==> config.mk <==
export PLATFORM = sky130hd
export DESIGN_NAME = sprite_sequencer_flat
export DESIGN_NICKNAME = d
export VERILOG_FILES = /design/src/rtl/sprite_sequencer_pkg.sv /design/src/rtl/sprite_sequencer_if.sv /design/src/rtl/sprite_window.sv /design/src/rtl/sprite_sequencer.sv /design/src/flat_wrapper.sv
export SDC_FILE = /design/constraint.sdc
export NUM_CORES = 1
export LEC_CHECK = 0
export BUFFER_PORTS_ARGS = -buffer_cell sky130_fd_sc_hd__buf_2
export CAP_MARGIN = 20
export CELL_PAD_IN_SITES_DETAIL_PLACEMENT = 0
export CELL_PAD_IN_SITES_GLOBAL_PLACEMENT = 1
export CORE_MARGIN = 2
export CORE_UTILIZATION = 47
export CTS_CLUSTER_SIZE = 20
export DETAILED_ROUTE_END_ITERATION = 10
export HOLD_SLACK_MARGIN = 0.02
export PLACE_DENSITY = 0.91
export SYNTH_ARGS = -nofsm -noshare
export SYNTH_HDL_FRONTEND = slang
export SYNTH_SLANG_ARGS = --single-unit
==> constraint.sdc <==
create_clock -name frame_clk -period 23.1 [get_ports frame_clk]
set_input_delay 4.62 -clock frame_clk [delete_from_list [all_inputs] [get_ports frame_clk]]
set_output_delay 4.62 -clock frame_clk [all_outputs]
set_load 0.02 [all_outputs]
==> src/rtl/sprite_sequencer_pkg.sv <==
// sprite_pkg: shared types and constants for the sprite blocks.
//   seq_state_t  : sequencer state (IDLE, PLAY, HOLD, DONE)
//   ST_*         : game FSM scene codes carried on `status`
//   SCREEN_W/H   : visible screen size in pixels
package sprite_pkg;

  typedef enum logic [1:0] {IDLE, PLAY, HOLD, DONE} seq_state_t;

  localparam logic [3:0] ST_INTRO  = 4'd3;
  localparam logic [3:0] ST_FLOWER = 4'd5;
  localparam logic [3:0] ST_BATTLE = 4'd6;

  localparam int SCREEN_W = 640;
  localparam int SCREEN_H = 480;

endpackage

==> src/rtl/sprite_sequencer_if.sv <==
// sprite_sequencer_if: game-FSM control and pixel bus of the sprite sequencer.
//   master (game/video side): drives status, pause, DrawX, DrawY
//   slave  (sequencer)      : drives is_sprite, frame_sel, sprite_address,
//                             start_bullet, time_up
interface sprite_sequencer_if #(parameter int ADDR_W = 20);
  logic [3:0]        status;
  logic              pause;
  logic [9:0]        DrawX;
  logic [9:0]        DrawY;
  logic              is_sprite;
  logic [2:0]        frame_sel;
  logic [ADDR_W-1:0] sprite_address;
  logic              start_bullet;
  logic              time_up;

  modport master (
    output status, pause, DrawX, DrawY,
    input  is_sprite, frame_sel, sprite_address, start_bullet, time_up
  );

  modport slave (
    input  status, pause, DrawX, DrawY,
    output is_sprite, frame_sel, sprite_address, start_bullet, time_up
  );
endinterface

==> src/rtl/sprite_window.sv <==
// sprite_window: combinational window test and ROM address for one sprite.
//   DrawX_i, DrawY_i : pixel coordinates
//   inside_o         : SPR_X <= x < SPR_X+SPR_W and SPR_Y <= y < SPR_Y+SPR_H
//   addr_o           : (x-SPR_X) + (y-SPR_Y)*SPR_W, 0 outside the window
module sprite_window import sprite_pkg::*; #(
  parameter int SPR_X  = 279,
  parameter int SPR_Y  = 124,
  parameter int SPR_W  = 82,
  parameter int SPR_H  = 86,
  parameter int ADDR_W = 20
) (
  input  logic [9:0]        DrawX_i,
  input  logic [9:0]        DrawY_i,
  output logic              inside_o,
  output logic [ADDR_W-1:0] addr_o
);
  // Bounds sized to the coordinate bus so the compares are same-width.
  localparam logic [9:0] X_LO = 10'(SPR_X);
  localparam logic [9:0] X_HI = 10'(SPR_X + SPR_W);
  localparam logic [9:0] Y_LO = 10'(SPR_Y);
  localparam logic [9:0] Y_HI = 10'(SPR_Y + SPR_H);
  localparam logic [ADDR_W-1:0] W_A = ADDR_W'(SPR_W);

  logic [ADDR_W-1:0] dx, dy;

  assign inside_o = (DrawX_i >= X_LO) && (DrawX_i < X_HI) &&
                    (DrawY_i >= Y_LO) && (DrawY_i < Y_HI);
  assign dx       = ADDR_W'(DrawX_i - X_LO);
  assign dy       = ADDR_W'(DrawY_i - Y_LO);
  assign addr_o   = inside_o ? (dx + dy * W_A) : '0;
endmodule

==> src/rtl/sprite_sequencer.sv <==
// sprite_sequencer: frame-clocked sprite animation sequencer.
//   frame_clk : frame clock (vsync), only clock
//   Reset_n   : synchronous active-low reset
//   bus       : sprite_sequencer_if.slave (status/pause/pixel in,
//               is_sprite/frame_sel/sprite_address/start_bullet/time_up out)
// Build option: SPRITE_SEQ_LOOP_EN keeps frames cycling while in HOLD.
module sprite_sequencer import sprite_pkg::*; #(
  parameter int         NUM_FRAMES = 3,
  parameter int         FRAME_HOLD = 120,
  parameter int         TIMEOUT    = 3840,
  parameter int         SPR_X      = 279,
  parameter int         SPR_Y      = 124,
  parameter int         SPR_W      = 82,
  parameter int         SPR_H      = 86,
  parameter logic [3:0] ACT_STATUS = ST_FLOWER,
  parameter int         ADDR_W     = 20
) (
  input logic              frame_clk,
  input logic              Reset_n,
  sprite_sequencer_if.slave bus
);
  localparam int SW = $clog2(TIMEOUT);
  localparam int HW = $clog2(FRAME_HOLD + 1);
  localparam logic [HW-1:0] HOLD_LAST  = HW'(FRAME_HOLD - 1);
  localparam logic [SW-1:0] SCENE_LAST = SW'(TIMEOUT - 1);
  localparam logic [2:0]    FRM_LAST   = 3'(NUM_FRAMES - 1);
  localparam logic [2:0]    FRM_PRE    = 3'(NUM_FRAMES - 2);
`ifdef SPRITE_SEQ_LOOP_EN
  localparam bit LOOP_EN = 1'b1;
`else
  localparam bit LOOP_EN = 1'b0;
`endif

  seq_state_t    state_q, state_d;
  logic [2:0]    frame_q, frame_d;
  logic [HW-1:0] hold_q, hold_d;
  logic [SW-1:0] scene_q, scene_d;
  logic          bullet_q, bullet_d;
  logic          timeup_q, timeup_d;
  logic          step;

  always_ff @(posedge frame_clk) begin
    if (!Reset_n) begin
      state_q  <= IDLE;
      frame_q  <= '0;
      hold_q   <= '0;
      scene_q  <= '0;
      bullet_q <= 1'b0;
      timeup_q <= 1'b0;
    end else begin
      state_q  <= state_d;
      frame_q  <= frame_d;
      hold_q   <= hold_d;
      scene_q  <= scene_d;
      bullet_q <= bullet_d;
      timeup_q <= timeup_d;
    end
  end

  always_comb begin
    state_d  = state_q;
    frame_d  = frame_q;
    hold_d   = hold_q;
    scene_d  = scene_q;
    bullet_d = bullet_q;
    timeup_d = timeup_q;
    step     = (hold_q == HOLD_LAST);

    // Leaving the scene wins over pause: everything drops back to idle.
    if (bus.status != ACT_STATUS) begin
      state_d  = IDLE;
      frame_d  = '0;
      hold_d   = '0;
      scene_d  = '0;
      bullet_d = 1'b0;
      timeup_d = 1'b0;
    end else if (!bus.pause) begin
      unique case (state_q)
        IDLE: begin
          state_d = PLAY;
          frame_d = '0;
          hold_d  = '0;
          scene_d = '0;
        end
        PLAY, HOLD: begin
          scene_d = scene_q + 1'b1;
          // Frames advance in PLAY always; in HOLD only when looping.
          if (state_q == PLAY || LOOP_EN) begin
            hold_d = step ? '0 : hold_q + 1'b1;
            if (step) frame_d = (frame_q == FRM_LAST) ? '0 : frame_q + 1'b1;
          end
          if (state_q == PLAY && step && frame_q == FRM_PRE) begin
            state_d  = HOLD;
            bullet_d = 1'b1;
          end
          // Timeout overrides the HOLD transition but keeps bullet set.
          if (scene_q == SCENE_LAST) begin
            state_d  = DONE;
            scene_d  = scene_q;
            timeup_d = 1'b1;
          end
        end
        default: ; // DONE: frozen until status changes
      endcase
    end
  end

  logic              win_in;
  logic [ADDR_W-1:0] win_addr;

  sprite_window #(
    .SPR_X(SPR_X), .SPR_Y(SPR_Y), .SPR_W(SPR_W), .SPR_H(SPR_H), .ADDR_W(ADDR_W)
  ) u_win (
    .DrawX_i (bus.DrawX),
    .DrawY_i (bus.DrawY),
    .inside_o(win_in),
    .addr_o  (win_addr)
  );

  assign bus.is_sprite      = win_in && (state_q != IDLE);
  assign bus.sprite_address = bus.is_sprite ? win_addr : '0;
  assign bus.frame_sel      = frame_q;
  assign bus.start_bullet   = bullet_q;
  assign bus.time_up        = timeup_q;
endmodule

==> src/flat_wrapper.sv <==
// flat-port wrapper written by rule: the top's interface ports become plain ports
module sprite_sequencer_flat import sprite_pkg::*;
#(
  parameter int         NUM_FRAMES = 3,
  parameter int         FRAME_HOLD = 120,
  parameter int         TIMEOUT    = 3840,
  parameter int         SPR_X      = 279,
  parameter int         SPR_Y      = 124,
  parameter int         SPR_W      = 82,
  parameter int         SPR_H      = 86,
  parameter logic [3:0] ACT_STATUS = ST_FLOWER,
  parameter int         ADDR_W     = 20
)
  (frame_clk, Reset_n, bus_status, bus_pause, bus_DrawX, bus_DrawY, bus_is_sprite, bus_frame_sel, bus_sprite_address, bus_start_bullet, bus_time_up);
  sprite_sequencer_if #(.ADDR_W(ADDR_W)) bus_i ();
  input logic frame_clk;
  input logic Reset_n;
  input wire logic [$bits(bus_i.status)-1:0] bus_status;
  input wire logic [$bits(bus_i.pause)-1:0] bus_pause;
  input wire logic [$bits(bus_i.DrawX)-1:0] bus_DrawX;
  input wire logic [$bits(bus_i.DrawY)-1:0] bus_DrawY;
  output wire logic [$bits(bus_i.is_sprite)-1:0] bus_is_sprite;
  output wire logic [$bits(bus_i.frame_sel)-1:0] bus_frame_sel;
  output wire logic [$bits(bus_i.sprite_address)-1:0] bus_sprite_address;
  output wire logic [$bits(bus_i.start_bullet)-1:0] bus_start_bullet;
  output wire logic [$bits(bus_i.time_up)-1:0] bus_time_up;
  assign bus_i.status = bus_status;
  assign bus_i.pause = bus_pause;
  assign bus_i.DrawX = bus_DrawX;
  assign bus_i.DrawY = bus_DrawY;
  assign bus_is_sprite = bus_i.is_sprite;
  assign bus_frame_sel = bus_i.frame_sel;
  assign bus_sprite_address = bus_i.sprite_address;
  assign bus_start_bullet = bus_i.start_bullet;
  assign bus_time_up = bus_i.time_up;
  sprite_sequencer #(.NUM_FRAMES(NUM_FRAMES), .FRAME_HOLD(FRAME_HOLD), .TIMEOUT(TIMEOUT), .SPR_X(SPR_X), .SPR_Y(SPR_Y), .SPR_W(SPR_W), .SPR_H(SPR_H), .ACT_STATUS(ACT_STATUS), .ADDR_W(ADDR_W)) u_core (.frame_clk(frame_clk), .Reset_n(Reset_n), .bus(bus_i));
endmodule
==> impl_metrics.py, run 1 <==
metrics = {
    "synth": {
        "ys_ff_latch": 26,
        "yosys.cell_count.top_type": "ha_1",
        "post_syn_area_per_cell_um2": 8.01,
        "yosysWarningCount": 0,
        "syn-cell-area_mm2": 0.00355,
        "synth_cell_types": 60,
        "yosysSeqAreaShare": 0.147,
        "yosys.area.top_type": "ha_1",
        "largest_cells_by_area_after_synthesis": "ha_1 23%, dfxtp_1 15%, xor2_1 7.2%, xnor2_1 6.9%, nor2_1 6.6%",
        "synthFlopType": "dfxtp_1",
        "area_fraction_of_the_dominant_cell_type_after_synthesis": 0.226,
        "postSynthCellCount": 443,
        "synthesis.nets": 543,
        "synth_enable_flop_cells": 0,
        "synthTopCellsByCount": "64 x ha_1, 62 x nor2_1, 30 x nand2_1",
        "postSynth.asyncResetShare": 0,
    },
    "route": {
        "detailedRoute.firstPassIterationCount": 4,
        "drt_iter0_markers": 58,
        "routedWlPerCell_um": 12.2,
        "routed_wl_um": 7270,
        "antenna_left": 0,
        "num_vias": 3140,
        "drcViolationCount": 0,
        "routed_via_density": 5.29,
    },
    "clock_network": {
        "ctsHtreeMaxLevel": 1,
        "cts-resized-gates": 0,
        "worst_skew_pair.late_latency_ns": 0.27,
        "cts_hold_buffers": 0,
        "worst_setup_hold_path_clk_slew_ns": 0.08,
        "max-clock-path-buffers": 2,
        "tritoncts_clock_tree": "built",
        "cts_root_buffer": "clkbuf_8",
        "cts.sinks": 26,
        "post-cts-setup-buffer-count": 0,
        "cts_inserted_buffers": 3,
    },
    "die": {
        "top_level_ports": 53,
        "fp.dieW_um": 90.9,
        "num_rows": 31,
        "design.core.area_mm2": 0.00729,
        "floorplan.die.height_um": 90.9,
        "initial_utilization": 0.487,
        "dieArea_mm2": 0.00826,
    },
    "placement": {
        "placedCellCount": 590,
        "detailedPlacementHpwl_um": 6250,
        "io_buffers": 52,
        "final_weighted_congestion_in_routability_driven_placement": 0.832,
    },
    "pwr": {
        "power_leakage_nw": 1.83,
        "pwr_density_cell_mw_per_mm2": 72.3,
        "vdd_ir_drop_max_mv": 0.0419,
    },
    "timing": {
        "timing.slew.headroom": 0.646,
        "fmaxAchievable_mhz": 68.8,
        "final-hold-violation-count": 0,
        "layout_worst_path_cycle_share": 0.630,
        "finalSetupTns_ns": 0,
        "rsz0062_at_grt": "false",
        "slew_viol_final": 0,
        "timing.clock.skew_ns": 0.00171,
        "finalWorstPathRequiredPeriod_ns": 14.54,
        "setup_violations": 0,
        "worstMarginPinSlew_ns": 0.527,
    },
    "layout": {
        "final_nets": 596,
        "n_antenna_cell": 0,
        "final_cell_count_no_fill": 594,
        "drive_above_1_share": 0.137,
        "filler_cell_count_in_the_final_layout": 736,
        "area_growth_pct": 12.6,
    },
    "global_route": {
        "grt_pass1_wl_um": 12600,
        "grt_max_degree": 21,
        "number_of_antenna_violations_at_the_first_check_in_global_routing": 0,
        "gr-usage-all-layers": 0.175,
        "grt_pass1_vias": 2977,
        "grt_overflow": 0,
    },
    "critical_path": {
        "worst_ep_required_time_ns": 18.48,
        "endpoint_kind": "output port",
        "critical_path_start_end_classification": "in -> out",
        "r2r.worst_path.cells": 8,
        "cp_max_fo": 5,
        "arrival_ns": 9.92,
        "cp-start-kind": "primary input",
    },
    "worst_hold_path": {
        "hold_path_depth": 2,
        "min-delay-path-class": "reg -> reg",
    },
    "run": {
        "cap_violations": 0,
    },
    "run_status": {
        "run_status": "finished, final reports clean",
    },
}
through the flow:
step                       util  setup slack [ns]  cell area, um2  hold slack, ns  power [mW]
after global placement    0.538              8.70            3930           0.452       0.249
after floorplan               -              9.04            3550           0.453       0.216
after CTS                 0.548              8.53            4000           0.488       0.290
final                     0.548              8.56            4000           0.484       0.289
after global routing      0.548              8.15            4000           0.511       0.318
after detailed placement  0.538              8.54            3930           0.463       0.251
flip-flops by register name, summed over array words and instances (netlist names):
register / count
u_core.bus.time_up: 1
u_core.hold_q: 7
u_core.bus.frame_sel: 3
u_core.state_q: 2
u_core.bus.start_bullet: 1
u_core.scene_q: 12
where the power goes:
part	internal [mW]	switching, mW	leakage (nW)
sequential	0.0448	0.0000435	0.209
combinational	0.0933	0.113	1.58
clock	0.0232	0.0141	0.0357
total	0.161	0.127	1.83
critical path, cell delays in order:
cell	delay, ns
buf_2	0.13
inv_1	0.11
nor3_1	0.47
xnor2_1	0.26
ha_1	0.38
fa_1	0.47
ha_1	0.31
ha_1	0.23
or2_2	0.29
o311a_1	0.35
nor2_1	0.15
o21ai_0	0.13
xor2_1	0.15
ha_1	0.35
a21o_1	0.23
nand3_1	0.08
nand2_1	0.07
and2_1	0.18
o31a_1	0.28
or3_1	0.36
a21oi_1	0.14
buf_2	0.17
cell usage in the layout, fill, tap and decap left out, types with 15 or more instances in the layout:
master   synthesis  layout
buf_2            1      52
nand2_1         30      30
inv_1           21      21
ha_1            64      64
o21ai_0         16      16
nor2_1          62      62
nand3_1         15      15
a21oi_1         25      25
xor2_1          29      29
xnor2_1         28      28
dfxtp_1         26      26
final timing paths:
kind                                        startpoint                                    to  slack [ns]
hold reg to reg   u_core.bus.start_bullet$_SDFFE_PP0P_  u_core.bus.start_bullet$_SDFFE_PP0P_        0.48
setup reg to reg        u_core.state_q[0]$_SDFFE_PP0P_        u_core.scene_q[2]$_SDFFE_PP0P_       20.83
setup / recovery                          bus_DrawY[2]                bus_sprite_address[19]        8.56
hold / removal    u_core.bus.start_bullet$_SDFFE_PP0P_  u_core.bus.start_bullet$_SDFFE_PP0P_        0.48
cell families after synthesis:
| kind of cell | Yosys count | share of synthesized area |
|---|---|---|
| XOR/XNOR | 57 | 0.141 |
| flip-flops | 26 | 0.147 |
| buffers and inverters | 27 | 0.0289 |
| AND/OR/NAND/NOR | 169 | 0.235 |
| multiplexers | 2 | 0.00634 |
| AO/OA/AOI/OAI | 89 | 0.166 |
| adder cells (fa/ha/maj) | 73 | 0.276 |
per-layer routing:
metal  vias up  routed length (um)  GRT usage
met5         -                   0          0
met4         0                  68     0.0417
met3         5                 225     0.0134
met2        44                3640      0.334
met1      1424                3340      0.212
li1       1667                   -          -
layout make-up:
cell class | instances | area, um2 | share of cell area
Multi-Input combinational cell | 390 | 2930 | 0.732
Sequential cell | 26 | 520 | 0.130
Timing Repair Buffer | 54 | 275 | 0.0689
Tap cell | 99 | 124 | 0.0310
Inverter | 21 | 78.8 | 0.0197
Clock buffer | 3 | 41.3 | 0.0103
Clock inverter | 1 | 30.0 | 0.00751
Note: power is estimated with default switching activity, not from simulation.
==> run 2: changes to the inputs <==
--- a/config.mk
+++ b/config.mk
@@ -10,11 +10,11 @@
 export CELL_PAD_IN_SITES_DETAIL_PLACEMENT = 0
 export CELL_PAD_IN_SITES_GLOBAL_PLACEMENT = 1
 export CORE_MARGIN = 2
-export CORE_UTILIZATION = 47
+export CORE_UTILIZATION = 44
 export CTS_CLUSTER_SIZE = 20
 export DETAILED_ROUTE_END_ITERATION = 10
 export HOLD_SLACK_MARGIN = 0.02
-export PLACE_DENSITY = 0.91
+export PLACE_DENSITY = 0.87
 export SYNTH_ARGS = -nofsm -noshare
 export SYNTH_HDL_FRONTEND = slang
 export SYNTH_SLANG_ARGS = --single-unit
==> constraint.sdc (replaced) <==
create_clock -name frame_clk -period 15 [get_ports frame_clk]
set_input_delay 3 -clock frame_clk [delete_from_list [all_inputs] [get_ports frame_clk]]
set_output_delay 3 -clock frame_clk [all_outputs]
set_load 0.02 [all_outputs]
==> run 2 against run 1 <==
Effect of this change:
- wire length rose by 4.9%
- cell area barely moved
- critical path depth did not move
- setup slack got worse by 4.9 ns
- sequential share of layout area hardly changed
- clock skew is 0.0049 ns higher
- sequential power rose by 54%
- register-to-register slack worse by 8.1 ns
- flip-flop and latch count unchanged
- die area increased by 6.5%
- combinational power rose by 55%
- global-route usage increased by 0.58 points
- largest cell class unchanged
==> impl_metrics.py, run 2 (synthesis gave the netlist of run 1 again) <==
metrics = {
    "run_status": {
        "run_status": "finished, final reports clean",
    },
    "timing": {
        "fmaxAchievable_mhz": 88.2,
        "worstMarginPinSlew_ns": 0.803,
        "final-hold-violation-count": 0,
        "finalWorstPathRequiredPeriod_ns": 11.34,
        "rsz0062_at_grt": "false",
        "slew_viol_final": 0,
        "timing.slew.headroom": 0.462,
        "timing.clock.skew_ns": 0.00662,
        "setup_violations": 0,
        "fin_ws_ns": 3.66,
        "worst_hold_slack_ns": 0.479,
        "finalSetupTns_ns": 0,
        "layout_worst_path_cycle_share": 0.756,
    },
    "layout": {
        "final_common_cell": "ha_1",
        "drive_above_1_share": 0.137,
        "area.sequential_um2": 520,
        "final_cell_count_no_fill": 597,
        "fin_area_mm2": 0.00400,
        "largest_register": "u_core.scene_q",
        "final_nets": 596,
        "area_growth_pct": 12.7,
        "layout.cells.most_common_list": "64 x ha_1, 62 x nor2_1, 52 x buf_2",
        "finish.utilization": 0.515,
        "multi_input_logic_area_mm2": 0.00293,
        "n_antenna_cell": 0,
        "max_reg_flops": 12,
        "filler_cell_count_in_the_final_layout": 792,
    },
    "die": {
        "num_rows": 32,
        "fp.dieW_um": 93.8,
        "top_level_ports": 53,
        "design.core.area_mm2": 0.00777,
        "floorplan.die.height_um": 93.8,
        "dieArea_mm2": 0.00880,
        "initial_utilization": 0.457,
    },
    "critical_path": {
        "cp_max_fo": 5,
        "critical_path_start_end_classification": "in -> out",
        "worst_ep_required_time_ns": 12.00,
        "cp-start-kind": "primary input",
        "arrival_ns": 8.34,
        "endpoint_kind": "output port",
    },
    "clock_network": {
        "max-clock-path-buffers": 2,
        "cts_root_buffer": "clkbuf_8",
        "cts_hold_buffers": 0,
        "cts_inserted_buffers": 3,
        "post-cts-setup-buffer-count": 0,
        "worst_skew_pair.late_latency_ns": 0.28,
        "tritoncts_clock_tree": "built",
        "worst_setup_hold_path_clk_slew_ns": 0.10,
        "cts.sinks": 26,
        "ctsHtreeMaxLevel": 1,
        "cts-resized-gates": 0,
    },
    "global_route": {
        "grt_overflow": 0,
        "grt_max_degree": 16,
        "number_of_antenna_violations_at_the_first_check_in_global_routing": 0,
        "grt_pass1_vias": 3107,
        "grt_pass1_wl_um": 13400,
        "gr-usage-all-layers": 0.181,
    },
    "route": {
        "detailedRoute.firstPassIterationCount": 4,
        "drcViolationCount": 0,
        "routed_wl_um": 7630,
        "drt_iter0_markers": 114,
        "antenna_left": 0,
        "num_vias": 3249,
        "routedWlPerCell_um": 12.8,
        "routed_via_density": 5.44,
    },
    "placement": {
        "dp_slack_ns": 3.71,
        "placed_standard_cell_area_mm2": 0.00393,
        "final_weighted_congestion_in_routability_driven_placement": 0.846,
        "placedCellCount": 593,
        "detailedPlacementHpwl_um": 6450,
        "io_buffers": 52,
    },
    "pwr": {
        "post-layout-total-power_uw": 449,
        "power_leakage_nw": 1.83,
        "pwr_density_cell_mw_per_mm2": 112,
        "vdd_ir_drop_max_mv": 0.0538,
    },
    "worst_hold_path": {
        "min-delay-path-class": "reg -> reg",
    },
    "run": {
        "cap_violations": 0,
    },
}
==> run 2: cell counts in the layout (fill, tap and decap cells not counted) <==
No cell type changed its count.
==> run 2: critical path, stage by stage <==
cell and delay (ns):
buf_2 0.13, inv_1 0.09, nor3_1 0.52, xnor2_1 0.27
ha_1 0.38, fa_1 0.48, ha_1 0.31, ha_1 0.22
or2_2 0.29, o311a_1 0.36, nor2_1 0.15, o21ai_0 0.12
xor2_1 0.15, ha_1 0.35, a21o_1 0.23, nand3_1 0.08
nand2_1 0.07, and2_1 0.17, o31a_1 0.28, or3_1 0.36
a21oi_1 0.13, buf_2 0.17
==> run 2: layout make-up <==
cell class	instances	share of cell area
Clock buffer	3	0.0103
Timing Repair Buffer	54	0.0688
Inverter	21	0.0197
Tap cell	102	0.0319
Multi-Input combinational cell	390	0.732
Clock inverter	1	0.00751
Sequential cell	26	0.130
==> run 2: final timing paths <==
path / slack (ns) / end / depth (start not counted) / start
max reg2reg: 12.74 / u_core.scene_q[6]$_SDFFE_PP0P_ / 9 / u_core.state_q[1]$_SDFFE_PP0P_
min: 0.48 / u_core.bus.time_up$_SDFFE_PP0P_ / 2 / u_core.bus.time_up$_SDFFE_PP0P_
min reg2reg: 0.48 / u_core.bus.time_up$_SDFFE_PP0P_ / 2 / u_core.bus.time_up$_SDFFE_PP0P_
max: 3.66 / bus_sprite_address[19] / 22 / bus_DrawY[2]
==> run 2: where the power goes <==
| group | switching, mW | internal [mW] | total (mW) |
|---|---|---|---|
| Combinational | 0.178 | 0.143 | 0.321 |
| Clock | 0.0233 | 0.0357 | 0.0590 |
| Sequential | 0.0000611 | 0.0690 | 0.0691 |
==> run 2: routing by layer <==
layer  track usage  routed length, um  vias up  share of wire
li1              -                  -     1669              -
met2         0.326               3650       57           0.48
met4        0.0109                 18        0         0.0024
met1         0.245               3680     1521           0.48
met3        0.0177                284        2          0.037
met5             0                  0        -              0
